[src/rtl/div_iter_pkg.sv]
// Shared state encoding and constants for the iterative restoring divider.
package div_iter_pkg;

  typedef enum logic [1:0] {
    DIV_FREE    = 2'b00,
    DIV_BY_ZERO = 2'b01,
    DIV_ON      = 2'b10,
    DIV_END     = 2'b11
  } div_state_e;

  localparam logic DIV_RESULT_READY     = 1'b1;
  localparam logic DIV_RESULT_NOT_READY = 1'b0;
  localparam logic DIV_START            = 1'b1;
  localparam logic DIV_STOP             = 1'b0;

  // Width of the {remainder, quotient} result bus.
  function automatic int div_bus_w(input int width);
    return 2 * width;
  endfunction

endpackage

[src/rtl/div_step.sv]
// One combinational restoring-division iteration: trial subtract, keep or restore.
module div_step #(
  parameter int WIDTH = 32
) (
  input  logic [WIDTH:0]   partial_rem,
  input  logic [WIDTH-1:0] divisor,
  output logic [WIDTH-1:0] next_rem,
  output logic             q_bit
);

  logic [WIDTH:0] diff;

  // partial_rem < 2*divisor always holds, so WIDTH+1 bits suffice and the MSB is the borrow.
  assign diff     = partial_rem - {1'b0, divisor};
  assign q_bit    = ~diff[WIDTH];
  assign next_rem = q_bit ? diff[WIDTH-1:0] : partial_rem[WIDTH-1:0];

endmodule

[src/rtl/div_iter.sv]
// Iterative restoring divider for EX: WIDTH+1 cycle latency, zero-divisor short-cut, annul.
// Signed operand support is built only when DIV_SIGNED_EN is defined.
module div_iter
  import div_iter_pkg::*;
#(
  parameter int WIDTH = 32
) (
  input  logic                    clk,
  input  logic                    rst,
  input  logic                    signed_i,
  input  logic [WIDTH-1:0]        opdata1_i,
  input  logic [WIDTH-1:0]        opdata2_i,
  input  logic                    start_i,
  input  logic                    annul_i,
  output logic [2*WIDTH-1:0]      result_o,
  output logic                    ready_o,
  output logic                    stallreq_o
);

  localparam int CNT_W = $clog2(WIDTH + 1);
  localparam int BUS_W = div_bus_w(WIDTH);

  div_state_e        state_q, state_d;
  logic [WIDTH-1:0]  dividend_q, divisor_q, rem_q;
  logic [CNT_W-1:0]  cnt_q;
  logic [BUS_W-1:0]  result_q;
  logic              accept, last_step;
  logic [WIDTH-1:0]  mag_a, mag_b, next_rem, quot_next, fix_quot, fix_rem;
  logic              q_bit;

  assign accept    = (state_q == DIV_FREE) && (start_i == DIV_START) && !annul_i;
  assign last_step = (cnt_q == CNT_W'(WIDTH - 1));

  div_step #(.WIDTH(WIDTH)) u_step (
    .partial_rem (({rem_q, dividend_q[WIDTH-1]})),
    .divisor     (divisor_q),
    .next_rem    (next_rem),
    .q_bit       (q_bit)
  );

  // Dividend register doubles as the quotient shift register.
  assign quot_next = {dividend_q[WIDTH-2:0], q_bit};

`ifdef DIV_SIGNED_EN
  logic sign_a, sign_b, neg_quot_q, neg_rem_q;

  function automatic logic [WIDTH-1:0] twos_neg(input logic [WIDTH-1:0] v);
    return ~v + 1'b1;
  endfunction

  assign sign_a   = signed_i & opdata1_i[WIDTH-1];
  assign sign_b   = signed_i & opdata2_i[WIDTH-1];
  assign mag_a    = sign_a ? twos_neg(opdata1_i) : opdata1_i;
  assign mag_b    = sign_b ? twos_neg(opdata2_i) : opdata2_i;
  assign fix_quot = neg_quot_q ? twos_neg(quot_next) : quot_next;
  assign fix_rem  = neg_rem_q ? twos_neg(next_rem) : next_rem;

  always_ff @(posedge clk or negedge rst) begin
    if (!rst) begin
      neg_quot_q <= 1'b0;
      neg_rem_q  <= 1'b0;
    end else if (accept) begin
      neg_quot_q <= sign_a ^ sign_b;
      neg_rem_q  <= sign_a;
    end
  end
`else
  logic unused_signed;

  assign unused_signed = signed_i;
  assign mag_a         = opdata1_i;
  assign mag_b         = opdata2_i;
  assign fix_quot      = quot_next;
  assign fix_rem       = next_rem;
`endif

  always_comb begin
    state_d    = state_q;
    stallreq_o = 1'b0;
    unique case (state_q)
      DIV_FREE: begin
        if (accept) begin
          stallreq_o = 1'b1;
          state_d    = (opdata2_i == '0) ? DIV_BY_ZERO : DIV_ON;
        end
      end
      DIV_BY_ZERO: begin
        stallreq_o = 1'b1;
        state_d    = annul_i ? DIV_FREE : DIV_END;
      end
      DIV_ON: begin
        stallreq_o = 1'b1;
        if (annul_i)        state_d = DIV_FREE;
        else if (last_step) state_d = DIV_END;
      end
      DIV_END: begin
        if (start_i == DIV_STOP) state_d = DIV_FREE;
      end
      default: state_d = DIV_FREE;
    endcase
  end

  always_ff @(posedge clk or negedge rst) begin
    if (!rst) begin
      state_q    <= DIV_FREE;
      dividend_q <= '0;
      divisor_q  <= '0;
      rem_q      <= '0;
      cnt_q      <= '0;
      result_q   <= '0;
    end else begin
      state_q <= state_d;
      unique case (state_q)
        DIV_FREE: begin
          if (accept) begin
            dividend_q <= mag_a;
            divisor_q  <= mag_b;
            rem_q      <= '0;
            cnt_q      <= '0;
          end
        end
        DIV_BY_ZERO: begin
          if (!annul_i) result_q <= '0;
        end
        DIV_ON: begin
          if (!annul_i) begin
            rem_q      <= next_rem;
            dividend_q <= quot_next;
            cnt_q      <= cnt_q + 1'b1;
            if (last_step) result_q <= {fix_rem, fix_quot};
          end
        end
        default: ;
      endcase
    end
  end

  assign ready_o  = (state_q == DIV_END) ? DIV_RESULT_READY : DIV_RESULT_NOT_READY;
  assign result_o = ready_o ? result_q : '0;

endmodule

[config.mk]
export PLATFORM = sky130hd
export DESIGN_NAME = div_iter
export DESIGN_NICKNAME = d
export VERILOG_FILES = /design/src/rtl/div_iter_pkg.sv /design/src/rtl/div_step.sv /design/src/rtl/div_iter.sv
export SDC_FILE = /design/constraint.sdc
export NUM_CORES = 1
export LEC_CHECK = 0
export ABC_CLOCK_PERIOD_IN_PS = 9600
export CAP_MARGIN = 20
export CORE_ASPECT_RATIO = 0.7
export CORE_MARGIN = 1.5
export CORE_UTILIZATION = 50
export DETAILED_ROUTE_END_ITERATION = 8
export GPL_ROUTABILITY_DRIVEN = 1
export PLACE_DENSITY = 0.84
export RECOVER_POWER = 25
export SLEW_MARGIN = 25
export SYNTH_ARGS = -nofsm -noshare
export SYNTH_HDL_FRONTEND = slang
export SYNTH_SLANG_ARGS = --single-unit
[constraint.sdc]
create_clock -name clk -period 9.6 [get_ports clk]
set_clock_uncertainty 0.2 [all_clocks]
set_input_delay 2.4 -clock clk [delete_from_list [all_inputs] [get_ports clk]]
set_output_delay 2.4 -clock clk [all_outputs]
set_load 0.01 [all_outputs]
# Word-level counts from Yosys, hierarchy flattened
# Cells that the tools add are included.
dict set report totals {
  output_inout_bits 66
  latch_bits 0
  n_memories 0
  ramBits 0
  rom_bits 0
  reg_bits 168
}
dict set report op_classes {
  mux 25
  n_eq_ne 10
  n_bitwise 1
  n_lt_le_gt_ge 0
  shift 0
  n_addsub 2
  n_reduce_logical 12
  multipliers 0
  n_div 0
}
# op n
set ops {}
lappend ops {{64-bit 2-to-1 mux} 4}
lappend ops {{32-bit 2-to-1 mux} 5}
lappend ops {{32-bit one-hot mux with 2 select lines} 2}
lappend ops {{64-bit one-hot mux with 2 select lines} 1}
lappend ops {{33-bit by 32-bit subtractor with 33-bit output} 1}
lappend ops {{32-bit zero test} 1}
lappend ops {{2-bit 2-to-1 mux} 6}
lappend ops {{6-bit 2-to-1 mux} 2}
lappend ops {{6-bit one-hot mux with 2 select lines} 1}
lappend ops {{2-bit != test, second input constant} 5}
lappend ops {{2-bit one-hot mux with 4 select lines} 1}
lappend ops {{6-bit by 1-bit adder with 6-bit output, second input constant} 1}
lappend ops {{6-bit by 5-bit equality test with 1-bit output, second input constant} 1}
lappend ops {{3-bit AND reduction} 2}
lappend ops {{2-bit equality test, second input constant} 2}
lappend ops {{4-bit AND reduction} 1}
lappend ops {{2-bit nonzero test} 2}
lappend ops {{3-bit != test, second input constant} 1}
lappend ops {{2-bit by 1-bit equality test with 1-bit output, second input constant} 1}
lappend ops {{1-bit logical AND} 2}
lappend ops {{2-bit zero test} 1}
lappend ops {{1-bit 2-to-1 mux} 2}
lappend ops {{1-bit one-hot mux with 2 select lines} 1}
lappend ops {{2-bit AND reduction} 1}
lappend ops {{3 further kinds} 3}

# Logic depth before layout (Yosys ltp)
# Gate-level depths: netlist of the first run.
dict set report depth {
  ltp_word 5
  ltp_mapped 15
  depth_no_buf 13
}

# Modules after synthesis
# A second synthesis of the first run with hierarchy kept.
dict set report unflattened {
  cells_unflattened 1015
  area_unflattened_um2 9889.5
}
# module cells_each instances area_per_inst_um2
set modules_own_cells {}
lappend modules_own_cells {div_iter 710 1 7531.0}
lappend modules_own_cells {div_step 305 1 2358.5}

# Least setup slack after synthesis of the first run
# OpenSTA, ideal clock, no wires.
dict set report synth_path {
  kind {input to output}
  start {input annul_i}
  end {output stallreq_o}
  arrival_ns 3.162
  path_stages 3
  n_path_buf 1
  setup_slack_ns 3.838
  required_time_ns 7.000
  cell_sequence {nand3b_1 > clkbuf_1 > a21oi_1}
}
dict set report synth_between {
  elab_chain_cells 4
}
# element line_no
set synth_lines {}
lappend synth_lines {{from (decl)} div_iter.sv:14} ;# input logic annul_i,
lappend synth_lines {{1-bit zero test} --}
lappend synth_lines {{1-bit logical AND} div_iter.sv:31} ;# assign accept = (state_q == DIV_FREE) && (start_i == DIV_START) && !annul_i;
lappend synth_lines {{1-bit 2-to-1 mux} div_iter.sv:82} ;# if (accept) begin
lappend synth_lines {{1-bit one-hot mux with 2 select lines} div_iter.sv:80} ;# unique case (state_q)
lappend synth_lines {{to (decl)} div_iter.sv:17} ;# output logic stallreq_o
# No other way between the ends.

# Worst setup path in the final report of the first run
# Same ends and word-level chain as after synthesis.

==> results of run 1 <==
-- worst max-delay path by stage --
stage	slack, ns	end	cells past startpoint	startpoint
CTS	2.69	stallreq_o	5	annul_i
detailed placement	2.70	stallreq_o	5	annul_i
global route	1.75	result_q[61]	3	rst
global placement	2.71	stallreq_o	5	annul_i
finish	2.70	stallreq_o	5	annul_i
floorplan	3.84	stallreq_o	3	annul_i
-- worst max-delay path: stages --
cell and delay, ns:
clkdlybuf4s50_1 0.66, nand3b_1 0.16, buf_4 0.42, a21oi_1 0.14
clkdlybuf4s50_1 0.51
-- metrics by stage --
stage | utilization (%) | hold slack (ns) | total power, W | worst slack [ns] | cells
4_1_cts | 62.9 | 0.278 | 0.00375 | 2.69 | 1390
6_report | 63.2 | 0.276 | 0.00377 | 2.70 | 1392
3_5_place_dp | 59.3 | 0.262 | 0.00297 | 2.70 | 1358
3_3_place_gp | 59.3 | 0.254 | 0.00289 | 2.71 | 1358
2_1_floorplan | - | 0.239 | 0.00249 | 3.84 | 1044
5_1_grt | 63.2 | 0.298 | 0.00405 | 1.75 | 1392
-- layout by cell type, fill, tap and decap left out, types with 4 or more instances in the layout --
cell,count
bufinv_16,4
ha_1,35
o31ai_1,18
nor4_1,8
mux2i_1,27
o21ai_0,104
nor3_1,16
a21oi_1,44
xnor2_1,14
inv_6,4
mux2_2,38
and2_1,66
xor2_1,13
inv_1,41
buf_4,5
nor2_1,51
dfrtp_1,168
a21o_1,18
a31oi_1,33
and3_1,4
clkdlybuf4s50_1,132
nand3_1,17
o21a_1,4
nand2_1,200
nand4_1,6
clkbuf_16,17
-- state kept, by name, indices dropped and copies added, names as in the netlist --
name        count
cnt_q           6
dividend_q     32
divisor_q      32
rem_q          32
result_q       64
state_q         2
-- area by class of cell --
class | instances | area, um^2 | share of cell area, %
clock buffers | 19 | 453 | 3.94
repair buffers | 141 | 1410 | 12.3
clock inverters | 13 | 203 | 1.76
multi-input cells | 773 | 4780 | 41.5
well taps | 236 | 295 | 2.57
inverters | 42 | 158 | 1.37
flip-flops and latches | 168 | 4200 | 36.5
-- routing by layer --
metal	track usage, %	part of all wire (%)
met5	0	0
met2	38.6	44
met3	5.35	6.2
met1	36.8	48
met4	8.35	1.9
-- report_power, final --
group	switching [W]	internal, W
clock network	0.000307	0.000457
logic	0.00106	0.000729
registers	0.000191	0.00102
-- cell families (layout without fill, tap and decap cells) --
kind of cell             count (synthesis)  in the layout  synth area share [%]
buffers and inverters                  103            215                  4.58
adder cells (fa/ha/maj)                 38             38                  5.15
AO/OA/AOI/OAI                          251            251                  16.1
AND/OR/NAND/NOR                        392            392                  19.4
multiplexers                            65             65                  7.45
XOR/XNOR                                27             27                  2.52
flip-flops                             168            168                  44.8
-- cells in the mapped netlist (3+ instances only) --
cell type and instances:
a21o_1 19, a21oi_1 44, a31oi_1 33, and2_1 66, and3_1 4, and4_1 3, buf_1 5, buf_2 4
clkbuf_1 46, dfrtp_1 168, ha_1 37, inv_1 41, mux2_2 38, mux2i_1 27, nand2_1 200, nand3_1 17
nand4_1 6, nor2_1 52, nor2b_1 3, nor3_1 16, nor4_1 8, o211a_1 3, o21a_1 4, o21ai_0 104
o31ai_1 18, or3_1 3, xnor2_1 14, xor2_1 13
==> results.txt, run 1 <==
ANT cells - 0
hold_sp - result_q[18]
max cap viols - 1
gr usage total - 25.6%
count of final hold-check violations - 0
largest net degree at the start of global routing - 115
Initial Util - 51.5%
Async SR Flop Fraction - 100%
RSZ-0062 raised after global routing - false
Post-synth EDFFs - 0
final net count - 1250
DPL Wire Length - 16700 um
DRT Pass-1 Iters - 7
Die H - 118 um
IO Count - 135
DRT iter0 DRCs - 703
status - complete, but fails checks
Setup Viol. Count Final - 0
r2r endpoint - result_q[48]
post_cts resized - 0
synthesized area - 0.00938 mm^2
post-synthesis cell count - 1044
P&R area growth vs syn - 22.7%
number of remaining DRC errors - 7
nature of the critical path endpoint - output port
worst vdd ir - 0.128 mV
Mapped Nets - 1151
initial antenna violation count - 0
Final Cell Area - 0.0115 mm^2
post-synthesis sequential area ratio - 44.8%
CP required - 7.00 ns
first-pass GRT wire length - 39900 um
Yosys top cell area share - 44.8%
die area - 0.0196 mm^2
HP Class - reg -> reg
Core Rows - 41
Congestion Overflow GR - 0
Routed Antenna Nets - 0
Tcrit/Tclk final - 71.9%
Worst Hold Path EP - result_q[18]
Die W - 167 um
depth of the most critical reg-to-reg path - 14
# hold bufs at CTS - 0
largest cells by area after synthesis - dfrtp_1 (45%), nand2_1 (8.0%), o21ai_0 (5.6%)
Post-Route WL - 24200 um
vias in the first global route - 7699
Netlist cell types - 63
R2R Setup Slk - 5.24 ns
clock root buffer - clkbuf_16
Port Buffers - 133
Syn Area/Cell - 8.98 um^2
fillers - 1532
Synth area leader - dfrtp_1
post-CTS setup buffer count - 0
number of clock sinks - 168
minimum clock period - 6.90 ns
crit path kind - in -> out
Vias - 8010
mean number of vias per cell - 5.75
WP data arrival - 4.30 ns
Rel. slew slack - -234%
violated checks - DRC, capacitance limit, slew limit
TritonCTS buffer count - 17
Synthesis Warnings - 0
f_max - 0.145 GHz
hold path depth - 2
setup TNS - 0 ns
Placeable Area - 0.0182 mm^2
WL/cell - 17.4 um
layout cell share with drive strength beyond 1 - 7.61%
CP startpoint kind - input pin
Reg clk slew, reported paths - 0.06 ns
Max clock buf depth - 2
CTS tree - built
H-tree depth - 4
Worst Path Max Fanout - 33
Clock Latency Late Sink - 0.44 ns
Synth Flop Type - dfrtp_1
routability cong. - 0.904
reg2reg start - dividend_q[31]
flop and latch count out of synthesis - 168
placed cell area - 0.0108 mm^2
Slew Viols, Final - 96
PwrDens - 327 mW/mm^2
Slew @ Worst Pin - 5.01 ns
leakage - 5.12 nW
Power figures use the tool's default switching activity.
==> inputs of run 2 (changes only) <==
--- a/config.mk
+++ b/config.mk
@@ -5,14 +5,14 @@
 export SDC_FILE = /design/constraint.sdc
 export NUM_CORES = 1
 export LEC_CHECK = 0
-export ABC_CLOCK_PERIOD_IN_PS = 9600
+export ABC_CLOCK_PERIOD_IN_PS = 5750
 export CAP_MARGIN = 20
 export CORE_ASPECT_RATIO = 0.7
 export CORE_MARGIN = 1.5
 export CORE_UTILIZATION = 50
 export DETAILED_ROUTE_END_ITERATION = 8
 export GPL_ROUTABILITY_DRIVEN = 1
-export PLACE_DENSITY = 0.84
+export PLACE_DENSITY = 0.87
 export RECOVER_POWER = 25
 export SLEW_MARGIN = 25
 export SYNTH_ARGS = -nofsm -noshare
==> constraint.sdc (replaced) <==
create_clock -name clk -period 5.75 [get_ports clk]
set_clock_uncertainty 0.2 [all_clocks]
set_input_delay 1.4375 -clock clk [delete_from_list [all_inputs] [get_ports clk]]
set_output_delay 1.4375 -clock clk [all_outputs]
set_load 0.01 [all_outputs]
==> results.txt, run 2 (synthesized netlist as in run 1, its figures left out) <==
status - complete, but fails checks
violated checks - DRC, capacitance limit, slew limit
PwrDens - 535 mW/mm^2 (+63%)
routability cong. - 0.934 (+3.3%)
IO Count - 135 (unchanged)
count of final hold-check violations - 0 (unchanged)
number of remaining DRC errors - 9 (+2)
commonest non-fill, non-tap cell in the layout - nand2_1
CP required - 4.11 ns (-2.89 ns)
first-pass GRT wire length - 39400 um (-1.2%)
Vias - 7961 (-0.61%)
Die W - 167 um (unchanged)
HP Class - reg -> reg
Port Buffers - 133 (unchanged)
f_max - 0.210 GHz
hold path depth - 2 (unchanged)
CP startpoint kind - input pin
post-CTS setup buffer count - 0 (unchanged)
initial antenna violation count - 0 (unchanged)
post_cts resized - 0 (unchanged)
number of clock sinks - 168 (unchanged)
gr usage total - 25.1% (-0.51 points)
DRT Pass-1 Iters - 7 (unchanged)
crit path kind - in -> out
Util after Layout - 62.7% (-0.45 points)
vias in the first global route - 7697 (-0.026%)
max cap viols - 1 (unchanged)
largest net degree at the start of global routing - 115 (unchanged)
DRT iter0 DRCs - 770 (+9.5%)
mean number of vias per cell - 5.72 (-0.68%)
worst vdd ir - 0.248 mV (+94%)
P&R area growth vs syn - 21.8%
layout cell share with drive strength beyond 1 - 7.78% (+0.17 points)
r2r endpoint - result_q[53]
final net count - 1251 (+0.080%)
WL/cell - 17.1 um (-1.8%)
leakage - 5.07 nW (-0.86%)
Final Cell Area - 0.0114 mm^2 (-0.72%)
Core Rows - 41 (unchanged)
Largest register FFs - 64 (unchanged)
H-tree depth - 4 (unchanged)
setup TNS - 0 ns (unchanged)
hold_sp - result_q[26]
minimum clock period - 4.77 ns
WP data arrival - 3.13 ns (-1.17 ns)
Max clock buf depth - 2 (unchanged)
clock root buffer - clkbuf_16
depth of the most critical reg-to-reg path - 10 (-4)
TritonCTS buffer count - 17 (unchanged)
Routed Antenna Nets - 0 (unchanged)
reg2reg start - rem_q[0]
Reg clk slew, reported paths - 0.06 ns (about the same)
Clock Latency Late Sink - 0.44 ns (about the same)
CTS tree - built
RSZ-0062 raised after global routing - false
Rel. slew slack - -44.6% (+190 points)
Post-Route WL - 23800 um (-1.7%)
Placeable Area - 0.0182 mm^2 (unchanged)
Worst Path Max Fanout - 8 (-76%)
nature of the critical path endpoint - output port
Slew @ Worst Pin - 2.17 ns (-2.84 ns)
Setup Viol. Count Final - 0 (unchanged)
Tcrit/Tclk final - 83.0%
# hold bufs at CTS - 0 (unchanged)
Die H - 118 um (unchanged)
Congestion Overflow GR - 0 (unchanged)
fillers - 1520 (-0.78%)
Initial Util - 51.5% (unchanged)
Slew Viols, Final - 42 (-56%)
Largest Register - result_q
die area - 0.0196 mm^2 (unchanged)
R2R Setup Slk - 1.90 ns (-3.34 ns)
ANT cells - 0 (unchanged)
DPL Wire Length - 17000 um (+1.6%)
commonest cells after routing, fill and taps aside - nand2_1 (200), dfrtp_1 (168), clkdlybuf4s50_1 (132)
placed cell area - 0.0108 mm^2 (+0.14%)
Worst Hold Path EP - result_q[26]
run 2: cell types whose count changed in the layout (fill, tap and decap cells not counted):
cell	delta
buf_12	-1
buf_4	+2
buf_6	+1
bufinv_16	-4
clkbuf_1	-1
clkinv_4	+4
clkinv_8	+1
clkinvlp_4	+2
inv_6	-1
inv_8	-2
run 2: metal layers:
metal  part of all wire [%]  up-vias  track usage [%]
met3                    7.0       26             5.31
met4                    1.4        0             5.85
li1                       -     3818                -
met5                      0        -                0
met2                     43      292             37.4
met1                     49     3825             37.2
run 2: worst max-delay path: stages:
cell and delay (ns):
clkdlybuf4s50_1 0.57, nand3b_1 0.27, a21oi_1 0.27, clkdlybuf4s50_1 0.59
run 2: how the worst max path moves through the flow:
stage / from / end / slack (ns) / cells after the start
2_1_floorplan: annul_i / stallreq_o / 1.91 / 3
3_3_place_gp: annul_i / stallreq_o / 1.03 / 4
3_5_place_dp: annul_i / stallreq_o / 1.02 / 4
4_1_cts: annul_i / stallreq_o / 1.0 / 4
5_1_grt: annul_i / stallreq_o / 0.89 / 4
6_report: annul_i / stallreq_o / 0.98 / 4
run 2: area by class of cell:
| cell class | instances | area [um^2] | area share [%] |
|---|---|---|---|
| repair buffers | 142 | 1420 | 12.4 |
| multi-input cells | 773 | 4780 | 41.8 |
| clock inverters | 13 | 118 | 1.03 |
| inverters | 42 | 158 | 1.38 |
| clock buffers | 19 | 453 | 3.97 |
| flip-flops and latches | 168 | 4200 | 36.8 |
| well taps | 236 | 295 | 2.59 |
run 2: power by group:
part	switching [W]	internal, W
clock network	0.000502	0.000587
logic	0.00178	0.00122
registers	0.000315	0.00170
total	0.00260	0.00351
run 2: through the flow:
step	instances	hold slack, ns	worst slack (ns)	total power (W)
6_report	1393	0.272	0.979	0.00611
5_1_grt	1393	0.302	0.893	0.00658
4_1_cts	1392	0.278	0.995	0.00608
3_5_place_dp	1360	0.263	1.02	0.00496
3_3_place_gp	1360	0.255	1.03	0.00482
2_1_floorplan	1044	0.239	1.91	0.00415
==> inputs of run 3 (changes only) <==
--- a/config.mk
+++ b/config.mk
@@ -5,14 +5,14 @@
 export SDC_FILE = /design/constraint.sdc
 export NUM_CORES = 1
 export LEC_CHECK = 0
-export ABC_CLOCK_PERIOD_IN_PS = 5750
+export ABC_CLOCK_PERIOD_IN_PS = 4500
 export CAP_MARGIN = 20
 export CORE_ASPECT_RATIO = 0.7
 export CORE_MARGIN = 1.5
 export CORE_UTILIZATION = 50
 export DETAILED_ROUTE_END_ITERATION = 8
 export GPL_ROUTABILITY_DRIVEN = 1
-export PLACE_DENSITY = 0.87
+export PLACE_DENSITY = 0.84
 export RECOVER_POWER = 25
 export SLEW_MARGIN = 25
 export SYNTH_ARGS = -nofsm -noshare
==> constraint.sdc (replaced) <==
create_clock -name clk -period 4.5 [get_ports clk]
set_clock_uncertainty 0.2 [all_clocks]
set_input_delay 1.125 -clock clk [delete_from_list [all_inputs] [get_ports clk]]
set_output_delay 1.125 -clock clk [all_outputs]
set_load 0.01 [all_outputs]
==> results.txt, run 3 (synthesized netlist as in run 1, its figures left out) <==
number of clock sinks - 168 (unchanged)
die area - 0.0196 mm^2 (unchanged)
Largest Register - result_q
Core Rows - 41 (unchanged)
f_max - 0.250 GHz
Reg clk slew, reported paths - 0.07 ns (about the same)
leakage - 5.11 nW (+0.70%)
Tcrit/Tclk final - 89.0%
TritonCTS buffer count - 17 (unchanged)
post_cts resized - 0 (unchanged)
WP data arrival - 2.68 ns (-0.45 ns)
depth of the most critical reg-to-reg path - 10 (unchanged)
crit path max-delay cell type - clkdlybuf4s50_1
Comb power frac - 48.8% (-0.4 points)
Placeable Area - 0.0182 mm^2 (unchanged)
Design Power - 0.00786 W (+29%)
crit path kind - in -> out
Port Buffers - 133 (unchanged)
RSZ-0062 raised after global routing - false
Max clock buf depth - 2 (unchanged)
post-CTS setup buffer count - 0 (unchanged)
hold path depth - 2 (unchanged)
initial antenna violation count - 0 (unchanged)
H-tree depth - 4 (unchanged)
commonest non-fill, non-tap cell in the layout - nand2_1
layout cell share with drive strength beyond 1 - 8.18% (+0.40 points)
Worst Hold Path EP - result_q[0]
DRT iter0 DRCs - 623 (-19%)
vias in the first global route - 7760 (+0.82%)
Setup Viol. Count Final - 0 (unchanged)
Rel. slew slack - -34.3% (+10 points)
sequential fraction of design power - 32.8% (-0.2 points)
Congestion Overflow GR - 0 (unchanged)
reg2reg start - rem_q[0]
first-pass GRT wire length - 39500 um (+0.26%)
Slew Viols, Final - 79 (+88%)
P&R area growth vs syn - 22.2%
WL/cell - 17.1 um (+0.20%)
nature of the critical path endpoint - output port
Vias - 7917 (-0.55%)
DPL Wire Length - 16900 um (-0.61%)
Initial Util - 51.5% (unchanged)
R2R Setup Slk - 0.69 ns (-1.21 ns)
HP Class - reg -> reg
crit-path cells - clkdlybuf4s50_1, nand3b_1, a21oi_1, clkdlybuf4s50_1
NetSw - 0.00337 W (+30%)
count of final hold-check violations - 0 (unchanged)
status - complete, but fails checks
Worst Path Max Fanout - 4 (-4)
register area - 0.00420 mm^2 (unchanged)
IO Count - 135 (unchanged)
clock root buffer - clkbuf_16
max cap viols - 1 (unchanged)
most used cell along the critical path - clkdlybuf4s50_1
worst vdd ir - 0.344 mV (+38%)
Largest register FFs - 64 (unchanged)
Clock Latency Late Sink - 0.44 ns (about the same)
# hold bufs at CTS - 0 (unchanged)
Highest Signal Layer - met4
r2r endpoint - result_q[53]
violated checks - DRC, capacitance limit, slew limit
largest net degree at the start of global routing - 80 (-30%)
met2 wire length - 10400 um (+1.9%)
wire length on met1 - 11700 um (+1.3%)
pre-CTS setup slack - 0.532 ns (-0.485 ns)
ANT cells - 0 (unchanged)
number of remaining DRC errors - 7 (-2)
commonest cells after routing, fill and taps aside - nand2_1 (200), dfrtp_1 (168), clkdlybuf4s50_1 (132)
fillers - 1501 (-1.3%)
slowest stage delay, CP - 0.60 ns (about the same)
CP required - 3.17 ns (-0.94 ns)
mean number of vias per cell - 5.67 (-0.84%)
final worst slack - 0.497 ns (-0.482 ns)
CTS tree - built
routability cong. - 0.916 (-2.0%)
Die W - 167 um (unchanged)
Multi-input gate area - 0.00476 mm^2 (-0.26%)
setup TNS - 0 ns (unchanged)
minimum clock period - 4.00 ns
PwrDens - 686 mW/mm^2 (+28%)
hold_sp - result_q[0]
final net count - 1255 (+0.32%)
Slew @ Worst Pin - 2.02 ns (-0.153 ns)
sw frac - 42.9% (+0.30 points)
Met3 Wirelength - 1390 um (-17%)
Routed Antenna Nets - 0 (unchanged)
DRT Pass-1 Iters - 7 (unchanged)
CP startpoint kind - input pin
Clk pwr share - 18.3% (+0.5 points)
Die H - 118 um (unchanged)
Pint - 0.00449 W (+28%)
gr usage total - 25.3% (+0.24 points)
Post-Route WL - 23900 um (+0.49%)
## run 3: cell types whose count changed in the layout (fill, tap and decap cells not counted), moves of 2 or more
cell,previous run,this run
clkbuf_8,2,0
inv_8,0,6
clkinv_4,6,4
buf_4,7,10
buf_12,0,3
clkinvlp_4,3,0
## run 3: worst max-delay path by stage
stage	start	to	slack [ns]	cells after the start
final	start_i	stallreq_o	0.50	4
after CTS	start_i	stallreq_o	0.51	4
after floorplan	annul_i	stallreq_o	1.29	3
after global placement	start_i	stallreq_o	0.52	4
after detailed placement	start_i	stallreq_o	0.53	4
after global routing	start_i	stallreq_o	0.45	4
## run 3: layer usage
| metal | up-vias | GRT usage (%) |
|---|---|---|
| met3 | 30 | 4.34 |
| met5 | - | 0 |
| li1 | 3831 | - |
| met4 | 0 | 7.22 |
| met1 | 3819 | 37.2 |
| met2 | 237 | 38.4 |
## run 3: critical path, delay by kind of cell
family | cells | cell delay, ns
buf+inv | 2 | 1.12
compound gates | 1 | 0.31
simple gates | 1 | 0.12
## run 3: cell type report
cell class,count,share of cell area [%]
clock inverters,15,1.31
repair buffers,146,12.8
inverters,42,1.38
flip-flops and latches,168,36.7
clock buffers,17,3.71
multi-input cells,773,41.6
well taps,236,2.58
## run 3: power groups by stage
stage	combinational, W	clock, W	sequential, W
after floorplan	0.00285	0	0.00246
after global placement	0.00365	0	0.00256
after detailed placement	0.00377	0	0.00260
after CTS	0.00381	0.00146	0.00257
after global routing	0.00427	0.00153	0.00266
final	0.00384	0.00144	0.00258
## run 3: metrics by stage
stage                     util, %  instances  hold slack (ns)  area, um^2
after global placement       59.8       1365            0.255       10900
after global routing         62.9       1397            0.298       11500
after detailed placement     59.8       1365            0.258       10900
final                        62.9       1397            0.273       11500
after floorplan                 -       1044            0.239        9380
after CTS                    62.9       1397            0.274       11500
